`src/rtl/lynxTypes.sv`:
```
// Shared AXI4-Stream types for the register-slice family: default data width,
// the packed payload word and the per-slice occupancy states.
package lynxTypes;

    localparam int AXI_DATA_BITS = 64;

    typedef struct packed {
        logic [AXI_DATA_BITS-1:0]   data;
        logic [AXI_DATA_BITS/8-1:0] keep;
        logic                       last;
    } axis_word_t;

    typedef enum logic [1:0] {
        SLICE_EMPTY,
        SLICE_PART,
        SLICE_FULL
    } slice_state_t;

    // Width of one {data, keep, last} word for an arbitrary data width.
    function automatic int payload_bits(input int data_bits);
        return data_bits + data_bits / 8 + 1;
    endfunction

endpackage

```
`src/rtl/axis_reg_array_skid_slice.sv`:
```
// One AXI4-Stream skid slice: main entry drives the output, skid entry absorbs the
// beat that arrives while the registered ready is still high. Every output is a flop.
module axis_skid_slice
    import lynxTypes::*;
#(
    parameter int PAYLOAD_BITS = payload_bits(AXI_DATA_BITS)
) (
    input  logic                    aclk,
    input  logic                    aresetn,
    input  logic                    in_valid,
    output logic                    in_ready,
    input  logic [PAYLOAD_BITS-1:0] in_payload,
    output logic                    out_valid,
    input  logic                    out_ready,
    output logic [PAYLOAD_BITS-1:0] out_payload
);

    slice_state_t            state;
    slice_state_t            state_next;
    logic [PAYLOAD_BITS-1:0] main_q;
    logic [PAYLOAD_BITS-1:0] skid_q;
    logic                    ready_q;
    logic                    xfer_in;
    logic                    xfer_out;
    logic                    load_main_in;
    logic                    load_main_skid;
    logic                    load_skid;

    assign xfer_in  = in_valid & ready_q;
    assign xfer_out = (state != SLICE_EMPTY) & out_ready;

    always_comb begin
        state_next     = state;
        load_main_in   = 1'b0;
        load_main_skid = 1'b0;
        load_skid      = 1'b0;
        case (state)
            SLICE_EMPTY: begin
                if (xfer_in) begin
                    state_next   = SLICE_PART;
                    load_main_in = 1'b1;
                end
            end
            SLICE_PART: begin
                if (xfer_in && xfer_out) begin
                    load_main_in = 1'b1;
                end else if (xfer_in) begin
                    state_next = SLICE_FULL;
                    load_skid  = 1'b1;
                end else if (xfer_out) begin
                    state_next = SLICE_EMPTY;
                end
            end
            SLICE_FULL: begin
                if (xfer_out) begin
                    state_next     = SLICE_PART;
                    load_main_skid = 1'b1;
                end
            end
            default: state_next = SLICE_EMPTY;
        endcase
    end

    // Ready is precomputed from the next state so it never depends on out_ready combinationally.
    always_ff @(posedge aclk) begin
        if (!aresetn) begin
            state   <= SLICE_EMPTY;
            ready_q <= 1'b0;
            main_q  <= '0;
            skid_q  <= '0;
        end else begin
            state   <= state_next;
            ready_q <= (state_next != SLICE_FULL);
            if (load_main_in) begin
                main_q <= in_payload;
            end else if (load_main_skid) begin
                main_q <= skid_q;
            end
            if (load_skid) begin
                skid_q <= in_payload;
            end
        end
    end

    assign in_ready    = ready_q;
    assign out_valid   = (state != SLICE_EMPTY);
    assign out_payload = main_q;

endmodule

```
`src/rtl/axis_reg_array_skid.sv`:
```
// Chain of N_STAGES AXI4-Stream skid slices for crossing long, timing-critical routes
// at full throughput with every handshake signal registered at each stage.
module axis_reg_array_skid
    import lynxTypes::*;
#(
    parameter int N_STAGES  = 2,
    parameter int DATA_BITS = AXI_DATA_BITS
) (
    input  logic                   aclk,
    input  logic                   aresetn,
    input  logic                   s_axis_tvalid,
    output logic                   s_axis_tready,
    input  logic [DATA_BITS-1:0]   s_axis_tdata,
    input  logic [DATA_BITS/8-1:0] s_axis_tkeep,
    input  logic                   s_axis_tlast,
    output logic                   m_axis_tvalid,
    input  logic                   m_axis_tready,
    output logic [DATA_BITS-1:0]   m_axis_tdata,
    output logic [DATA_BITS/8-1:0] m_axis_tkeep,
    output logic                   m_axis_tlast
);

    localparam int PAYLOAD_BITS = payload_bits(DATA_BITS);

    if (N_STAGES < 1) begin : g_bad_stages
        $error("axis_reg_array_skid: N_STAGES must be at least 1");
    end
    if (DATA_BITS % 8 != 0) begin : g_bad_width
        $error("axis_reg_array_skid: DATA_BITS must be a multiple of 8");
    end

    logic [N_STAGES:0]       valid_chain;
    logic [N_STAGES:0]       ready_chain;
    logic [PAYLOAD_BITS-1:0] payload_chain [0:N_STAGES];

    assign valid_chain[0]          = s_axis_tvalid;
    assign payload_chain[0]        = {s_axis_tdata, s_axis_tkeep, s_axis_tlast};
    assign s_axis_tready           = ready_chain[0];
    assign m_axis_tvalid           = valid_chain[N_STAGES];
    assign ready_chain[N_STAGES]   = m_axis_tready;
    assign {m_axis_tdata, m_axis_tkeep, m_axis_tlast} = payload_chain[N_STAGES];

    for (genvar i = 0; i < N_STAGES; i++) begin : g_stage
        axis_skid_slice #(
            .PAYLOAD_BITS(PAYLOAD_BITS)
        ) u_slice (
            .aclk       (aclk),
            .aresetn    (aresetn),
            .in_valid   (valid_chain[i]),
            .in_ready   (ready_chain[i]),
            .in_payload (payload_chain[i]),
            .out_valid  (valid_chain[i+1]),
            .out_ready  (ready_chain[i+1]),
            .out_payload(payload_chain[i+1])
        );
    end

endmodule
```
`config.mk`:
```
export PLATFORM = sky130hd
export DESIGN_NAME = axis_reg_array_skid
export DESIGN_NICKNAME = d
export VERILOG_FILES = /design/src/rtl/lynxTypes.sv /design/src/rtl/axis_reg_array_skid_slice.sv /design/src/rtl/axis_reg_array_skid.sv
export SDC_FILE = /design/constraint.sdc
export NUM_CORES = 1
export LEC_CHECK = 0
export ABC_AREA = 1
export ABC_CLOCK_PERIOD_IN_PS = 3400
export BUFFER_PORTS_ARGS = -buffer_cell sky130_fd_sc_hd__buf_4
export CORE_UTILIZATION = 60
export DETAILED_ROUTE_END_ITERATION = 12
export GPL_TIMING_DRIVEN = 0
export PLACE_DENSITY = 0.9
export RECOVER_POWER = 25
export SLEW_MARGIN = 20
export SYNTH_ARGS = -nofsm -noshare
export SYNTH_HDL_FRONTEND = slang
export SYNTH_SLANG_ARGS = --single-unit
export TNS_END_PERCENT = 50
```
`constraint.sdc`:
```
create_clock -name aclk -period 3.4 [get_ports aclk]
set_input_delay 0.68 -clock aclk [delete_from_list [all_inputs] [get_ports aclk]]
set_output_delay 0.68 -clock aclk [all_outputs]
set_load 0.05 [all_outputs]
```
# Word level (Yosys, flattened, before mapping)
# Index checks and enable logic that the tools add are counted.
[classes]
n_div = 0
addsub = 0
multipliers = 0
n_shift = 0
eq_ne = 6
mux = 29
order_cmp = 0
n_reduce_logical = 8
bitwise_logic = 3
[ops]
columns = ["operator", "n"]
rows = [
  ["73-bit 2-to-1 mux", 4],
  ["2-bit 2-to-1 mux", 10],
  ["2-bit one-hot mux with 3 select lines", 2],
  ["1-bit 2-to-1 mux", 11],
  ["2-bit nonzero test", 4],
  ["2-bit by 1-bit equality test with 1-bit output, second input constant", 2],
  ["2-bit equality test, second input constant", 2],
  ["2-bit zero test", 2],
  ["2-bit inequality test, second input constant", 2],
  ["1-bit one-hot mux with 2 select lines", 2],
  ["1-bit AND", 3],
  ["1-bit logical AND", 2],
]
[word_totals]
latch_bits = 0
memories = 0
out_inout_bits = 75
ff_bits = 298
mem_bits_rw = 0
mem_bits_ro = 0
elab_cells = 54
input_bits = 77

# Depth between registers and ports, before layout
# Gate-level depths: netlist of the first run.
[logic_depth]
depth_word = 7
mapped_depth = 11
mapped_depth_nobuf = 8

# Cells and area by module
# A second synthesis of the first run with hierarchy kept.
[unflattened]
hier_cells = 1780
hier_area_um2 = 12351.8
[modules_own_cells]
columns = ["mod", "cells_each", "instances", "seq_area_each_um2", "area_per_inst_um2"]
rows = [
  ["axis_skid_slice", 890, 2, 2982.9, 6175.9],
]

# Worst setup path before layout of the first run
# No wires, ideal clock.
[synth_timing]
kind = "register to register"
startpoint = "register g_stage[0].u_slice.ready_q"
endpoint = "register g_stage[0].u_slice.main_q[63]"
arrival_ns = 1.613
stages_incl_launch_ff = 9
setup_ns = 0.057
n_path_buf = 2
t_required_ns = 3.343
slack_ns = 1.730
synth_period_minus_slack_ns = 1.670
path_cell_list = "dfxtp_1 nand2_1 nor2_1 buf_2 buf_1 nand3_1 nand3_1 nand2_1 inv_1"
[synth_between]
elab_chain_len = 5
elab_cells_between_ends = 7
cone_classes = "mux (4); bitwise (1); reduce/logical (2)"
[synth_lines]
columns = ["element", "line_no", "source"]
rows = [
  ["start: declaration", "axis_reg_array_skid_slice.sv:22", "logic ready_q;"],
  ["start signal: assignment", "axis_reg_array_skid_slice.sv:73", "ready_q <= (state_next != SLICE_FULL);"],
  ["1-bit AND *", "axis_reg_array_skid_slice.sv:29", "assign xfer_in = in_valid & ready_q;"],
  ["1-bit logical AND", "axis_reg_array_skid_slice.sv:45", "if (xfer_in && xfer_out) begin"],
  ["1-bit 2-to-1 mux", "axis_reg_array_skid_slice.sv:45", ""],
  ["1-bit one-hot mux with 2 select lines *", "axis_reg_array_skid_slice.sv:37", "case (state)"],
  ["73-bit 2-to-1 mux / 2-bit nonzero test (equally long branches)", "--", ""],
  ["end signal: assignment", "axis_reg_array_skid_slice.sv:75", "main_q <= in_payload;"],
  ["end signal: assignment", "axis_reg_array_skid_slice.sv:77", "main_q <= skid_q;"],
  ["end: declaration", "axis_reg_array_skid_slice.sv:20", "logic [PAYLOAD_BITS-1:0] main_q;"],
]
# Mark *: on every way between the ends. The rest lies on a longest branch, timed or not.
# A chain may end at the register's enable or synchronous reset.

# Final worst setup path of the first run
[layout_timing]
startpoint = "register g_stage[0].u_slice.state[0]"
endpoint = "register g_stage[1].u_slice.main_q[67]"
[layout_between]
elab_chain_len = 6
elab_cells_between_ends = 8
cone_classes = "mux (4); bitwise (1); reduce/logical (3)"
[layout_lines]
columns = ["element", "line_no", "source"]
rows = [
  ["start: declaration", "axis_reg_array_skid_slice.sv:18", "slice_state_t state;"],
  ["start signal: assignment", "axis_reg_array_skid_slice.sv:72", "state <= state_next;"],
  ["2-bit nonzero test *", "axis_reg_array_skid_slice.sv:86", "assign out_valid = (state != SLICE_EMPTY);"],
  ["1-bit AND *", "axis_reg_array_skid_slice.sv:29", ""],
  ["1-bit logical AND", "axis_reg_array_skid_slice.sv:45", ""],
  ["1-bit 2-to-1 mux", "axis_reg_array_skid_slice.sv:45", ""],
  ["1-bit one-hot mux with 2 select lines *", "axis_reg_array_skid_slice.sv:37", ""],
  ["73-bit 2-to-1 mux / 2-bit nonzero test (equally long branches)", "--", ""],
  ["end signal: assignment", "axis_reg_array_skid_slice.sv:75", ""],
  ["end signal: assignment", "axis_reg_array_skid_slice.sv:77", ""],
  ["end: declaration", "axis_reg_array_skid_slice.sv:20", ""],
]
# Marked as above.

==> flow_summary.ini, run 1 <==
[critical_path]
start_kind = flip-flop
r2r_slack_ps = 720
critPathCaptureType = flip-flop
path_max_fanout = 10
r2r-start = g_stage[0].u_slice.state[0]
worstPathArrival_ps = 3100
timing.rr.end = g_stage[1].u_slice.out_payload[67]
endpoint = g_stage[1].u_slice.out_payload[67]
crit_start = g_stage[0].u_slice.state[0]
cp.required_ps = 3830
critical_path_class = reg -> reg
r2r_cells = 8

[min_path]
hp-start = s_axis_tdata[50]
hold_class = in -> reg

[drt]
wl_met3_um = 3236
vias = 13263
totalWireLength_um = 36980
wl_met1_um = 14670
wl_met2_um = 17330
drc = 0
avgRoutedWirePerCell_um = 15.62
routed_via_density = 5.603
antenna_left = 0
drt_iter0_drc = 1344
dr.max_layer_used = met4
dr.pass1.iters = 8

[global_routing]
grt_pass1_vias = 12031
grt_max_degree = 15
grt_pass1_wl_um = 58890
gr-usage-all-layers = 0.3267
antenna_found_initial = 0
overflow = 0

[clock_network]
clkSinkCount = 298
clk_latency_ps = 560
cts_buffers = 30
clkSlewWorstSetupHoldPaths_ps = 60
post_cts_resized = 0
root_buffer = clkbuf_16
clock_path_buffers = 3
cts-htree-levels = 1
postCtsSetupBuffers = 0
cts_tree = built
postCtsHoldBufs = 0

[timing]
setup_viol = 0
finClkSkew_ps = 15.77
fmax_mhz = 373.4
rsz0062_at_grt = no
hold_viol_final = 0
fin_setup_tns_ps = 0
slew_violations = 0
fin_crit_ps = 2678
relSlewSlack = 0.3559
finalCritPeriodShare = 0.7877
worstMarginPinSlew_ps = 966.2

[power_and_ir_drop]
p_per_area_nw_per_um2 = 515.7
vdd_ir_drop_max_mv = 0.3932
leakage_nw = 6.568

[place]
dpl.cell_count = 2312
gp_congestion = 0.8921
dp_hpwl_um = 25510
portBuffers = 151

[yosys]
synthesis.area_per_instance_um2 = 6.995
yosysWarningCount = 0
ys_types = 21
synth_nets = 1963
synth_cells = 1886
synth_seq_cells = 298
seq_area_frac_synth = 0.4522
syn_area_um2 = 13190

[finish]
diodes = 0
area_growth_pct = 17.25
drive_above_1_share = 0.1200
layout.cells.non_filler = 2367
nets = 2146

[outcome]
status = completed

[floorplanning]
die-area_um2 = 22580
initial_core_util = 0.6198
die_x_um = 150.3
chipHeight_um = 150.3
io_pins = 152
core_area_um2 = 21290
rows = 53

[job]
drv_cap = 0
## registers in the layout, summed over array words and instances, names as in the netlist
register / cells
g_stage.u_slice.skid_q: 146
g_stage.u_slice.in_ready: 2
g_stage.u_slice.out_payload: 146
g_stage.u_slice.state: 4
## through the flow
step	setup slack, ps	total power, mW	cell area, µm²	utilization	hold WS [ps]
after floorplan	1731	4.262	13190	-	423.7
after global placement	1097	4.531	14670	0.6892	431.9
after detailed placement	1043	4.556	14670	0.6892	435.8
after CTS	1300	7.996	15720	0.7387	406.1
after global routing	638.2	8.219	15470	0.7267	420.2
final	721.7	7.978	15470	0.7267	409.1
## worst min-delay path by stage
stage / slack (ps) / cells past startpoint / end
after global placement: 430 / 2 / g_stage[0].u_slice.skid_q[46]
after detailed placement: 440 / 2 / g_stage[0].u_slice.skid_q[46]
after global routing: 420 / 3 / g_stage[0].u_slice.skid_q[68]
final: 410 / 3 / g_stage[0].u_slice.skid_q[59]
after floorplan: 420 / 2 / g_stage[0].u_slice.skid_q[32]
after CTS: 410 / 3 / g_stage[0].u_slice.skid_q[57]
## layout by cell type, fill, tap and decap left out
| master | n |
|---|---|
| inv_2 | 2 |
| buf_4 | 103 |
| nand2_2 | 22 |
| and2_1 | 1 |
| dfxtp_1 | 298 |
| buf_1 | 8 |
| nor3_4 | 1 |
| nand2_1 | 505 |
| nand4_1 | 75 |
| nor2_1 | 5 |
| nor3b_1 | 1 |
| nor3_2 | 1 |
| clkinv_1 | 2 |
| buf_2 | 56 |
| buf_6 | 15 |
| bufinv_16 | 5 |
| inv_1 | 223 |
| clkinvlp_4 | 1 |
| nand3_1 | 296 |
| clkbuf_16 | 31 |
| clkinv_2 | 10 |
| clkbuf_8 | 4 |
| a21oi_1 | 222 |
| clkbuf_1 | 131 |
| nor3_1 | 1 |
| o21ai_0 | 73 |
## worst max-delay path, cell delays in order (launching register included)
cell	delay, ps
dfxtp_1	300
clkbuf_1	280
nor2_1	100
nor3_1	310
clkbuf_1	620
clkbuf_1	510
nand3_1	180
nand2_1	150
a21oi_1	70
## cells in the mapped netlist (all sizes together)
library cell | n | share of area
nand2 | 527 | 0.15
and2 | 1 | 0.00047
buf | 99 | 0.047
nand3 | 296 | 0.11
dfxtp | 298 | 0.45
nor2 | 5 | 0.0020
inv | 226 | 0.064
o21ai | 73 | 0.028
clkinv | 1 | 0.00028
clkbuf | 59 | 0.017
nor3b | 1 | 0.00057
nand4 | 75 | 0.036
nor3 | 3 | 0.0028
a21oi | 222 | 0.084
## report_power, final
part	switching, mW	total, mW	internal [mW]
registers	0.0809	3.68	3.60
clock network	1.38	3.50	2.12
logic	0.548	0.791	0.243
## per-layer routing
metal / GRT usage / vias up
met3: 0.04667 / 140
met2: 0.5535 / 674
met4: 0.1495 / 0
li1: - / 6466
met5: 0 / -
met1: 0.4105 / 5983
## cells by family (layout without fill, tap and decap cells)
| group | count (synthesis) | in the layout | share of synthesized area |
|---|---|---|---|
| buf+inv | 385 | 591 | 0.1279 |
| compound gates | 295 | 295 | 0.1119 |
| simple gates | 908 | 908 | 0.3079 |
| flops | 298 | 298 | 0.4522 |
## cell type report
type | count | area [µm²]
plain buffers | 158 | 817.0
clock buffers | 39 | 845.8
clock inverters | 16 | 207.7
fillers | 1688 | 5818
inverters | 227 | 852.1
multi-input cells | 1203 | 5524
flip-flops and latches | 298 | 5966
well taps | 275 | 344.1
repair buffers | 151 | 912.1
Power figures use the tool's default switching activity.
==> inputs of run 2 (changes only) <==
--- a/config.mk
+++ b/config.mk
@@ -6,12 +6,12 @@
 export NUM_CORES = 1
 export LEC_CHECK = 0
 export ABC_AREA = 1
-export ABC_CLOCK_PERIOD_IN_PS = 3400
+export ABC_CLOCK_PERIOD_IN_PS = 2200
 export BUFFER_PORTS_ARGS = -buffer_cell sky130_fd_sc_hd__buf_4
-export CORE_UTILIZATION = 60
+export CORE_UTILIZATION = 53
 export DETAILED_ROUTE_END_ITERATION = 12
 export GPL_TIMING_DRIVEN = 0
-export PLACE_DENSITY = 0.9
+export PLACE_DENSITY = 0.84
 export RECOVER_POWER = 25
 export SLEW_MARGIN = 20
 export SYNTH_ARGS = -nofsm -noshare
==> constraint.sdc (replaced) <==
create_clock -name aclk -period 2.2 [get_ports aclk]
set_input_delay 0.44 -clock aclk [delete_from_list [all_inputs] [get_ports aclk]]
set_output_delay 0.44 -clock aclk [all_outputs]
set_load 0.05 [all_outputs]
==> run 2 against run 1 <==
Sequential power rose by 55%. Worst setup slack got worse by 570 ps. Die area rose by 13%. Sequential share of layout area fell by 0.093 points. Utilization fell by 9.1 points. First-iteration DRC count fell by 4.9%. Critical endpoint is now g_stage[1].u_slice.skid_q[7].
==> flow_summary.ini, run 2 (synthesis results as in run 1) <==
[timing]
finClkSkew_ps = 21.41
rsz0062_at_grt = no
hold_viol_final = 0
fin_setup_tns_ps = 0
fmax_mhz = 487.2
worstMarginPinSlew_ps = 902.9
hold_slack_ps = 167.5
fin_ws_ps = 147.5
relSlewSlack = 0.3981
setup_viol = 0
fin_crit_ps = 2053
slew_violations = 0
finalCritPeriodShare = 0.9330

[floorplanning]
chipHeight_um = 159.8
die-area_um2 = 25530
rows = 57
io_pins = 152
initial_core_util = 0.5409
die_x_um = 159.8
core_area_um2 = 24390

[place]
place_ws_ps = 44.03
dp_hpwl_um = 26170
gp_congestion = 0.8887
dpl.cell_count = 2361
portBuffers = 151

[drt]
antenna_left = 0
routed_via_density = 5.416
dr.pass1.iters = 6
totalWireLength_um = 37350
avgRoutedWirePerCell_um = 15.45
vias = 13090
drc = 0
drt_iter0_drc = 1278

[power_and_ir_drop]
netSwitchingPower_mw = 3.153
p_per_area_nw_per_um2 = 798.7
leakage_nw = 6.530
pwr-share-comb = 0.098
p_int_mw = 9.231
seq_power_share = 0.459
pwr-share-clk = 0.443
power_mw = 12.38
vdd_ir_drop_max_mv = 0.5216
sw_frac_of_total = 0.2546

[finish]
layout_common_cells = nand2_1 (504), dfxtp_1 (298), nand3_1 (296), inv_1 (223), a21oi_1 (222)
nets = 2146
layout.cells.non_filler = 2417
area_growth_pct = 17.54
final_common_cell = nand2_1
fillers = 2197
drive_above_1_share = 0.1181
seqCellArea_um2 = 5966
multi_input_area_um2 = 5534

[clock_network]
post_cts_resized = 0
postCtsSetupBuffers = 0
clkSlewWorstSetupHoldPaths_ps = 70
root_buffer = clkbuf_16
cts_buffers = 30
clkSinkCount = 298
cts-htree-levels = 1
clock_path_buffers = 3
cts_tree = built
clk_latency_ps = 560
postCtsHoldBufs = 0

[global_routing]
grt_pass1_vias = 12148
gr-usage-all-layers = 0.2826
antenna_found_initial = 2
grt_max_degree = 16
overflow = 0
grt_pass1_wl_um = 59370

[critical_path]
start_kind = flip-flop
critical_path_class = reg -> reg
path_max_fanout = 10
cp.required_ps = 2610
critPathCaptureType = flip-flop
worstPathArrival_ps = 2460

[min_path]
hold_class = in -> reg

[job]
drv_cap = 0

[outcome]
status = completed
-- run 2: stage by stage --
step,utilization,area [µm²]
floorplan,-,13190
global placement,0.6040,14730
detailed placement,0.6040,14730
CTS,0.6474,15790
global route,0.6357,15510
finish,0.6357,15510
-- run 2: worst max-delay path: stages, from the launching register on --
cell	delay, ps
dfxtp_1	300
buf_2	210
nor2_4	50
nor3_1	310
nand3_1	500
buf_2	370
nand2_1	90
a21oi_1	70
-- run 2: final cells by class --
class,count,share of cell area
multi-input combinational,1203,0.3569
clock inverter,20,0.01695
buffer,158,0.05366
timing repair buffer,151,0.05495
sequential,298,0.3847
inverter,227,0.05495
clock buffer,34,0.05140
tap,324,0.02614
antenna,2,0.0003228
-- run 2: power by group through the flow --
stage                     sequential [mW]  combinational [mW]  clock (mW)
after floorplan                      5.99               0.599           0
after global placement               5.80                1.22           0
after detailed placement             5.80                1.25           0
after CTS                            5.69                1.26        5.50
after global routing                 5.70                1.32        5.73
final                                5.69                1.21        5.48
-- run 2: path summary, 6_finish.rpt --
path | startpoint | to | slack [ps] | cells after the start
setup / recovery | g_stage[0].u_slice.state[0] | g_stage[1].u_slice.skid_q[7] | 150 | 7
hold / removal | s_axis_tdata[34] | g_stage[0].u_slice.skid_q[43] | 170 | 3
setup reg to reg | g_stage[0].u_slice.state[0] | g_stage[1].u_slice.skid_q[7] | 150 | 7
hold reg to reg | g_stage[0].u_slice.skid_q[2] | g_stage[0].u_slice.skid_q[2] | 440 | 2
-- run 2: metal layers --
metal,vias up,global-route usage,wire (µm)
met5,-,0,0
met4,0,0.1545,1883
met3,133,0.04597,2789
met2,557,0.4682,17290
met1,5943,0.3517,15380
li1,6457,-,-
==> inputs of run 3 (changes only) <==
--- a/config.mk
+++ b/config.mk
@@ -6,12 +6,13 @@
 export NUM_CORES = 1
 export LEC_CHECK = 0
 export ABC_AREA = 1
-export ABC_CLOCK_PERIOD_IN_PS = 2200
+export ABC_CLOCK_PERIOD_IN_PS = 2600
 export BUFFER_PORTS_ARGS = -buffer_cell sky130_fd_sc_hd__buf_4
-export CORE_UTILIZATION = 53
+export CORE_ASPECT_RATIO = 0.9
+export CORE_UTILIZATION = 60
 export DETAILED_ROUTE_END_ITERATION = 12
 export GPL_TIMING_DRIVEN = 0
-export PLACE_DENSITY = 0.84
+export PLACE_DENSITY = 0.9
 export RECOVER_POWER = 25
 export SLEW_MARGIN = 20
 export SYNTH_ARGS = -nofsm -noshare
==> constraint.sdc (replaced) <==
create_clock -name aclk -period 2.6 [get_ports aclk]
set_input_delay 0.52 -clock aclk [delete_from_list [all_inputs] [get_ports aclk]]
set_output_delay 0.52 -clock aclk [all_outputs]
set_load 0.05 [all_outputs]
==> run 3 against run 2 <==
Critical endpoint is now g_stage[1].u_slice.out_payload[28]. Final cell count is 1.6% lower. Via count grew 0.95%. Sequential share of layout area grew 0.35 points. Worst setup slack better by 230 ps. Critical path type unchanged. Sequential cell count is the same. Critical path depth grew 3. Total power is 19% lower. Utilization rose by 7.7 points. The flow now finishes with violations (design-rule violations).
==> flow_summary.ini, run 3 (synthesis results as in run 1) <==
[outcome]
status = complete, but fails checks
failed_checks = design-rule violations

[finish]
layout_common_cells = nand2_1 (505), dfxtp_1 (298), nand3_1 (296), inv_1 (223), a21oi_1 (222)
layout.cells.non_filler = 2379
nets = 2146
finish.utilization = 0.7124
seqCellArea_um2 = 5966
multi_input_area_um2 = 5537
diodes = 0
area_growth_pct = 16.47
final_common_cell = nand2_1
fillers = 1763
drive_above_1_share = 0.1140

[place]
dp_hpwl_um = 25360
gp_congestion = 0.9023
dpl.cell_count = 2328
portBuffers = 151

[floorplanning]
rows = 51
core_area_um2 = 21570
io_pins = 152
chipHeight_um = 142.7
initial_core_util = 0.6117
die_x_um = 158.3
die-area_um2 = 22590

[job]
drv_cap = 0

[timing]
fin_setup_tns_ps = 0
relSlewSlack = 0.3436
fmax_mhz = 450.2
fin_crit_ps = 2221
setup_viol = 0
finClkSkew_ps = 12.73
worstMarginPinSlew_ps = 984.5
hold_viol_final = 0
finalCritPeriodShare = 0.8543
slew_violations = 0
rsz0062_at_grt = no

[global_routing]
antenna_found_initial = 0
grt_pass1_wl_um = 57840
grt_max_degree = 15
overflow = 0
grt_pass1_vias = 11983
gr-usage-all-layers = 0.3195

[clock_network]
clk_latency_ps = 560
postCtsSetupBuffers = 0
clkSinkCount = 298
cts-htree-levels = 1
postCtsHoldBufs = 0
root_buffer = clkbuf_16
cts_buffers = 30
clkSlewWorstSetupHoldPaths_ps = 60
post_cts_resized = 0
clock_path_buffers = 3
cts_tree = built

[power_and_ir_drop]
power_mw = 10.04
p_per_area_nw_per_um2 = 653.7
vdd_ir_drop_max_mv = 0.5691
leakage_nw = 6.484

[min_path]
hold_class = in -> reg

[critical_path]
path_max_fanout = 10
critPathCaptureType = flip-flop
start_kind = flip-flop
worstPathArrival_ps = 2700
cp.required_ps = 3070
critical_path_class = reg -> reg

[drt]
avgRoutedWirePerCell_um = 15.23
routed_via_density = 5.554
drt_iter0_drc = 1320
totalWireLength_um = 36230
antenna_left = 0
drc = 1
dr.pass1.iters = 11
vias = 13214
-- run 3: layer usage --
metal	vias to the layer above	wire (µm)	GRT usage
met2	653	16530	0.5171
met3	126	3025	0.04188
met4	0	1672	0.1609
li1	6471	-	-
met5	-	0	0
met1	5964	15010	0.4185
-- run 3: worst paths after layout --
check | startpoint | endpoint | slack [ps] | depth (start not counted)
setup / recovery | g_stage[1].u_slice.state[0] | g_stage[1].u_slice.out_payload[28] | 380 | 10
setup reg to reg | g_stage[1].u_slice.state[0] | g_stage[1].u_slice.out_payload[28] | 380 | 10
hold / removal | s_axis_tdata[49] | g_stage[0].u_slice.skid_q[58] | 260 | 3
hold reg to reg | g_stage[0].u_slice.skid_q[55] | g_stage[0].u_slice.skid_q[55] | 450 | 2
-- run 3: layout make-up --
| cell class | instances | share of cell area |
|---|---|---|
| buffer | 158 | 0.05399 |
| tap | 291 | 0.02370 |
| clock inverter | 5 | 0.003257 |
| inverter | 227 | 0.05545 |
| timing repair buffer | 151 | 0.05570 |
| clock buffer | 46 | 0.05936 |
| sequential | 298 | 0.3882 |
| multi-input combinational | 1203 | 0.3603 |
-- run 3: power by group --
part	leakage, nW	switching [mW]	internal [mW]
sequential	2.42	0.106	4.71
clock	0.478	1.73	2.48
combinational	3.59	0.710	0.310
total	6.48	2.54	7.50
-- run 3: metrics by stage --
stage | worst slack, ps | area, µm² | hold WS [ps]
after global placement | 426.5 | 14690 | 431.7
after floorplan | 930.5 | 13190 | 423.7
after CTS | 672.2 | 15650 | 249.9
after detailed placement | 378.5 | 14690 | 437.8
after global routing | 275.5 | 15370 | 260.3
final | 378.9 | 15370 | 257.2
-- run 3: worst max-delay path: stages, from the launching register on --
cell	delay, ps
dfxtp_1	290
buf_2	150
inv_1	70
nand2_2	80
nand2_2	90
nand2_1	60
nand2_1	80
clkbuf_1	740
buf_4	300
nand3_1	100
a21oi_1	170
